[src/rtl/param_modcount.sv]
// Modulo up/down counter with programmable modulus, variable step, parallel load and
// wrap/saturate behaviour. Flags the terminal values and pulses on bound crossings.
module param_modcount #(
  parameter int unsigned WIDTH    = 4,
  parameter int unsigned MODULUS  = 16,
  parameter bit          SATURATE = 1'b0
) (
  input  logic             clk,
  input  logic             rst,
  input  logic             en,
  input  logic             UorD,
  input  logic [WIDTH-1:0] step,
  input  logic             load,
  input  logic [WIDTH-1:0] load_val,
  output logic [WIDTH-1:0] count,
  output logic             at_max,
  output logic             at_min,
  output logic             ovf,
  output logic             unf
);

  if (MODULUS < 2 || MODULUS > (1 << WIDTH)) begin : gen_bad_modulus
    $error("param_modcount: MODULUS must lie in 2..2**WIDTH");
  end

  // Bound arithmetic is done one bit wider so MODULUS = 2**WIDTH is representable.
  localparam logic [WIDTH:0]   ModW = (WIDTH + 1)'(MODULUS);
  localparam logic [WIDTH:0]   MaxW = (WIDTH + 1)'(MODULUS - 1);
  localparam logic [WIDTH-1:0] MaxV = WIDTH'(MODULUS - 1);

  logic [WIDTH-1:0] count_q, count_d;
  logic             ovf_q, ovf_d;
  logic             unf_q, unf_d;

  logic [WIDTH:0] sum_up;
  logic [WIDTH:0] wrap_up;
  logic [WIDTH:0] wrap_dn;

  always_comb begin
    sum_up  = {1'b0, count_q} + {1'b0, step};
    wrap_up = sum_up - ModW;
    wrap_dn = {1'b0, count_q} + ModW - {1'b0, step};

    count_d = count_q;
    ovf_d   = 1'b0;
    unf_d   = 1'b0;

    if (load) begin
      count_d = ({1'b0, load_val} > MaxW) ? MaxV : load_val;
    end else if (en) begin
      if (UorD) begin
        if (sum_up > MaxW) begin
          ovf_d = 1'b1;
          // An out-of-range step may still leave the wrapped value too large; clamp it.
          if (SATURATE || (wrap_up > MaxW)) begin
            count_d = MaxV;
          end else begin
            count_d = wrap_up[WIDTH-1:0];
          end
        end else begin
          count_d = sum_up[WIDTH-1:0];
        end
      end else begin
        if (step > count_q) begin
          unf_d = 1'b1;
          if (SATURATE || (wrap_dn > MaxW)) begin
            count_d = '0;
          end else begin
            count_d = wrap_dn[WIDTH-1:0];
          end
        end else begin
          count_d = count_q - step;
        end
      end
    end
  end

  always_ff @(posedge clk or negedge rst) begin
    if (!rst) begin
      count_q <= '0;
      ovf_q   <= 1'b0;
      unf_q   <= 1'b0;
    end else begin
      count_q <= count_d;
      ovf_q   <= ovf_d;
      unf_q   <= unf_d;
    end
  end

  assign count  = count_q;
  assign ovf    = ovf_q;
  assign unf    = unf_q;
  assign at_max = (count_q == MaxV);
  assign at_min = (count_q == '0);

endmodule

[config.mk]
export PLATFORM = sky130hd
export DESIGN_NAME = param_modcount
export DESIGN_NICKNAME = d
export VERILOG_FILES = /design/src/rtl/param_modcount.sv
export SDC_FILE = /design/constraint.sdc
export NUM_CORES = 1
export LEC_CHECK = 0
export CORE_MARGIN = 4
export CORE_UTILIZATION = 30
export DETAILED_ROUTE_END_ITERATION = 7
export PLACE_DENSITY_LB_ADDON = 0.12
export SLEW_MARGIN = 20
export SYNTH_ARGS = -nofsm -noshare
export SYNTH_HDL_FRONTEND = slang
export SYNTH_SLANG_ARGS = --single-unit
[constraint.sdc]
create_clock -name clk -period 4 [get_ports clk]
set_input_delay 1 -clock clk [delete_from_list [all_inputs] [get_ports clk]]
set_output_delay 1 -clock clk [all_outputs]
set_load 0.02 [all_outputs]
==> results.txt <==
The clock sink count came out at 6. The global-route usage over all layers is 0.105. The final sum of negative setup slack came out at 0 ns. The count of instances resized after the clock tree is built is 0. Once detailed placement completed, the half-perimeter wirelength came to 1060 µm. The flow ran to the end, and the final reports show no timing, DRC or antenna violations.

The total of max-cap violations came out at 0. The clock reaches the later pin of the worst-skew pair after 0.24 ns. The routed length per instance came out at 11.6 µm.

The top-level port count is 21. The portion of the clock cycle consumed by the worst path in the final layout is 0.693. The detailed router finished its first iteration with 15 violations. The delay of the slowest cell on the worst path is 0.43 ns. Along the worst path, the maximum fanout reaches 2.

The pin count of the biggest net entering global routing is 10. The worst setup path is captured at a flop. The via density per instance is 4.56. Row generation in the floorplan step produced 15 rows. The cell area after synthesis is 562 µm². The worst setup path is launched from an input pin.

The area fraction in compound gates after synthesis is 0.100. After floorplanning, the core was sized to cover 1750 µm². The critical path starts at step[0]. By area the synthesized netlist is led by sky130_fd_sc_hd__dfrtp_1, sky130_fd_sc_hd__ha_1, sky130_fd_sc_hd__fa_1. Clock tree synthesis selected as its root buffer the cell sky130_fd_sc_hd__clkbuf_4. No sink is reached through more buffers than the 2 on the longest clock path. The post-synthesis share of cell area spent on full adders, half adders and majority gates is 0.249.

In this design, the critical path's most frequently occurring cell is sky130_fd_sc_hd__mux2_2. Buffers added to address setup during post-CTS repair amount to 0. Setup repair after global routing left no endpoint under its margin. The remaining global-route overflow is 0. The routability congestion estimate came out at 0.749. The starting density of the core came out at 0.322. The worst setup skew after layout is 0.00350 ns. The dominant delay contributor by cell family on the critical path is adder cells.

The clock period minus worst slack is 2.77 ns. The total setup violations reported at the end of the flow is 0. Setup slack on the worst reg-to-reg path comes out at 1.96 ns. The via count of the first global-routing pass was 480. After synthesis, the share of cell area in mux cells is 0.0780. After synthesis, the largest family of logic cells by area is adder cells. Measured along the y axis, the die boundary spans 51.3 µm.

The critical path ends at count[2]. The clock-pin slew reported for the worst setup and hold paths after clock tree synthesis is 0.04 ns. The layout overhead on the synthesized area came out at 42.3%. The fraction of post-synthesis cell area in the top cell type by area came out at 0.267. The count of cell types in the netlist is 24.

After detailed routing, the total wire length is 1250 µm. The routed layout has 493 vias. The power per cell area came out at 320 nW/µm². The utilization after layout came out at 0.458.

The antenna diode count came out at 0. The worst register-to-register path ends at count[2]. The number of max-slew violations in the final report is 0. Static timing analysis puts the maximum clock frequency at 361 MHz. The detailed-routing iteration count for the pre-antenna-repair pass is 4.

The cell count along the critical path came out at 8. In the layout the commonest cells are sky130_fd_sc_hd__clkdlybuf4s50_1, sky130_fd_sc_hd__inv_1, sky130_fd_sc_hd__ha_1. The remaining number of nets flagged by the antenna check after routing came out at 0.

Counting both buffers and inverters, the worst setup path holds a total of 1. The share of the Yosys chip area taken by registers is 0.267. The data arrival time of the critical path came out at 2.90 ns. The signal on the critical path passes through clkdlybuf4s50_1 > ha_1 > fa_1 > nor2_2 > a21oi_2 > xnor2_1 > mux2_2 > mux2_2. The leakage dissipation is 0.352 nW. The horizontal die dimension is 51.3 µm. The fill cell total of the finished layout is 183. On the critical path, the stage with the largest delay is an instance of sky130_fd_sc_hd__clkdlybuf4s50_1. The worst register-to-register path begins at count[0]. Of the total synthesized cell area, the portion taken by AND, OR, NAND and NOR gates is 0.192.

The number of buffers created by CTS came out at 3. The number of failing hold endpoints at the final stage is 0. During synthesis, Yosys emitted a total of 0 warnings.

TritonCTS built the clock tree. The worst setup slack before clock tree synthesis came out at 0.982 ns. The total of flip-flops plus latches after synthesis is 6. The post-synthesis xor/xnor area fraction is 0.0312. The kind of path behind the tightest hold check is flop to flop.

Across all setup checks in the final design, the least slack found is 1.23 ns. CTS built an H-tree with a depth of 1. Port buffering added 20 buffers. The cell taking the most area after synthesis is sky130_fd_sc_hd__dfrtp_1. The number of antenna violations at the first check in global routing came out at 0. The layout net count is 108. The number of hold buffers added after CTS is 0. The net count after synthesis came out at 85. By startpoint and endpoint, the worst setup path is classified as input pin to flop.

Of the cells placed in the final design, the portion with a size suffix greater than 1 is 0.0964. The relative slew slack is 0.758. The die covers 2630 µm². Synthesis produced a netlist whose cell count is 62. The average cell area after synthesis is 9.06 µm². The data required time of the worst path is 4.13 ns. The count of unresolved DRC violations after routing is 0. The worst register-to-register path has a depth of 8. The peak supply drop is 139 µV. The transition time of the tightest slew-check pin came out at 0.362 ns.

The most frequent standard cell in the layout excluding fill and tap cells is sky130_fd_sc_hd__clkdlybuf4s50_1. The global-route wire length before repair is 2000 µm.
worst min-delay path by stage:
stage / from / slack (ns) / endpoint / cells past startpoint
2_1_floorplan: rst / 0.70 / count[0] / 0
3_3_place_gp: count[3] / 0.71 / unf / 2
3_5_place_dp: count[3] / 0.72 / unf / 2
4_1_cts: count[3] / 0.73 / unf / 2
5_1_grt: count[3] / 0.75 / unf / 2
6_report: count[3] / 0.71 / unf / 2
tightest hold or removal path, delay by kind of cell, from the launching register on:
family	cells	cell delay, ns
adders and majority gates	1	0.18
and+or+nand+nor	1	0.05
DFF	1	0.43
routing by layer:
layer	share of wire	vias up	global-route usage
met3	0.078	0	0.0554
met1	0.42	220	0.123
met2	0.51	23	0.170
met5	0	-	0
met4	0	0	0.0262
li1	-	250	-
sequential cells by signal (all words and copies together), names as in the netlist:
name   cells
ovf        1
count      4
unf        1
power breakdown:
group	internal (mW)	total, mW	switching (mW)	leakage (nW)
clock network	0.0339	0.0549	0.0210	0.0138
registers	0.0686	0.0797	0.0111	0.0747
logic	0.0626	0.121	0.0583	0.263
logic make-up (layout without fill, tap and decap cells):
group / after synthesis / after routing
XOR/XNOR: 2 / 2
buffers and inverters: 10 / 31
adder cells (fa/ha/maj): 10 / 10
multiplexers: 4 / 4
flip-flops: 6 / 6
AO/OA/AOI/OAI: 10 / 10
AND/OR/NAND/NOR: 20 / 20
metrics by stage:
step           instance area, µm²  power (mW)  instances  hold slack (ns)
6_report                      800       0.255        108            0.714
5_1_grt                       800       0.278        108            0.750
4_1_cts                       800       0.260        108            0.732
3_5_place_dp                  777       0.202        105            0.717
3_3_place_gp                  777       0.201        105            0.713
2_1_floorplan                 562       0.154         62            0.704
cell usage after synthesis (all sizes together):
| library cell | n |
|---|---|
| o21ai | 5 |
| nand2b | 1 |
| nand2 | 2 |
| a211oi | 1 |
| clkbuf | 1 |
| dfrtp | 6 |
| nor2 | 6 |
| a21oi | 4 |
| nand3 | 1 |
| fa | 2 |
| nor4 | 1 |
| nor3b | 2 |
| mux2 | 3 |
| nor2b | 3 |
| xor2 | 1 |
| inv | 8 |
| nor3 | 3 |
| xnor2 | 1 |
| buf | 1 |
| mux2i | 1 |
| ha | 8 |
| nor4b | 1 |
area by class of cell:
class / count / area [µm²] / area share
Tap cell: 25 / 31.3 / 0.0391
Timing Repair Buffer: 20 / 200 / 0.250
Multi-Input combinational cell: 46 / 365 / 0.457
Inverter: 8 / 30.0 / 0.0376
Sequential cell: 6 / 150 / 0.188
Clock buffer: 3 / 22.5 / 0.0282
Power figures use the tool's default switching activity.
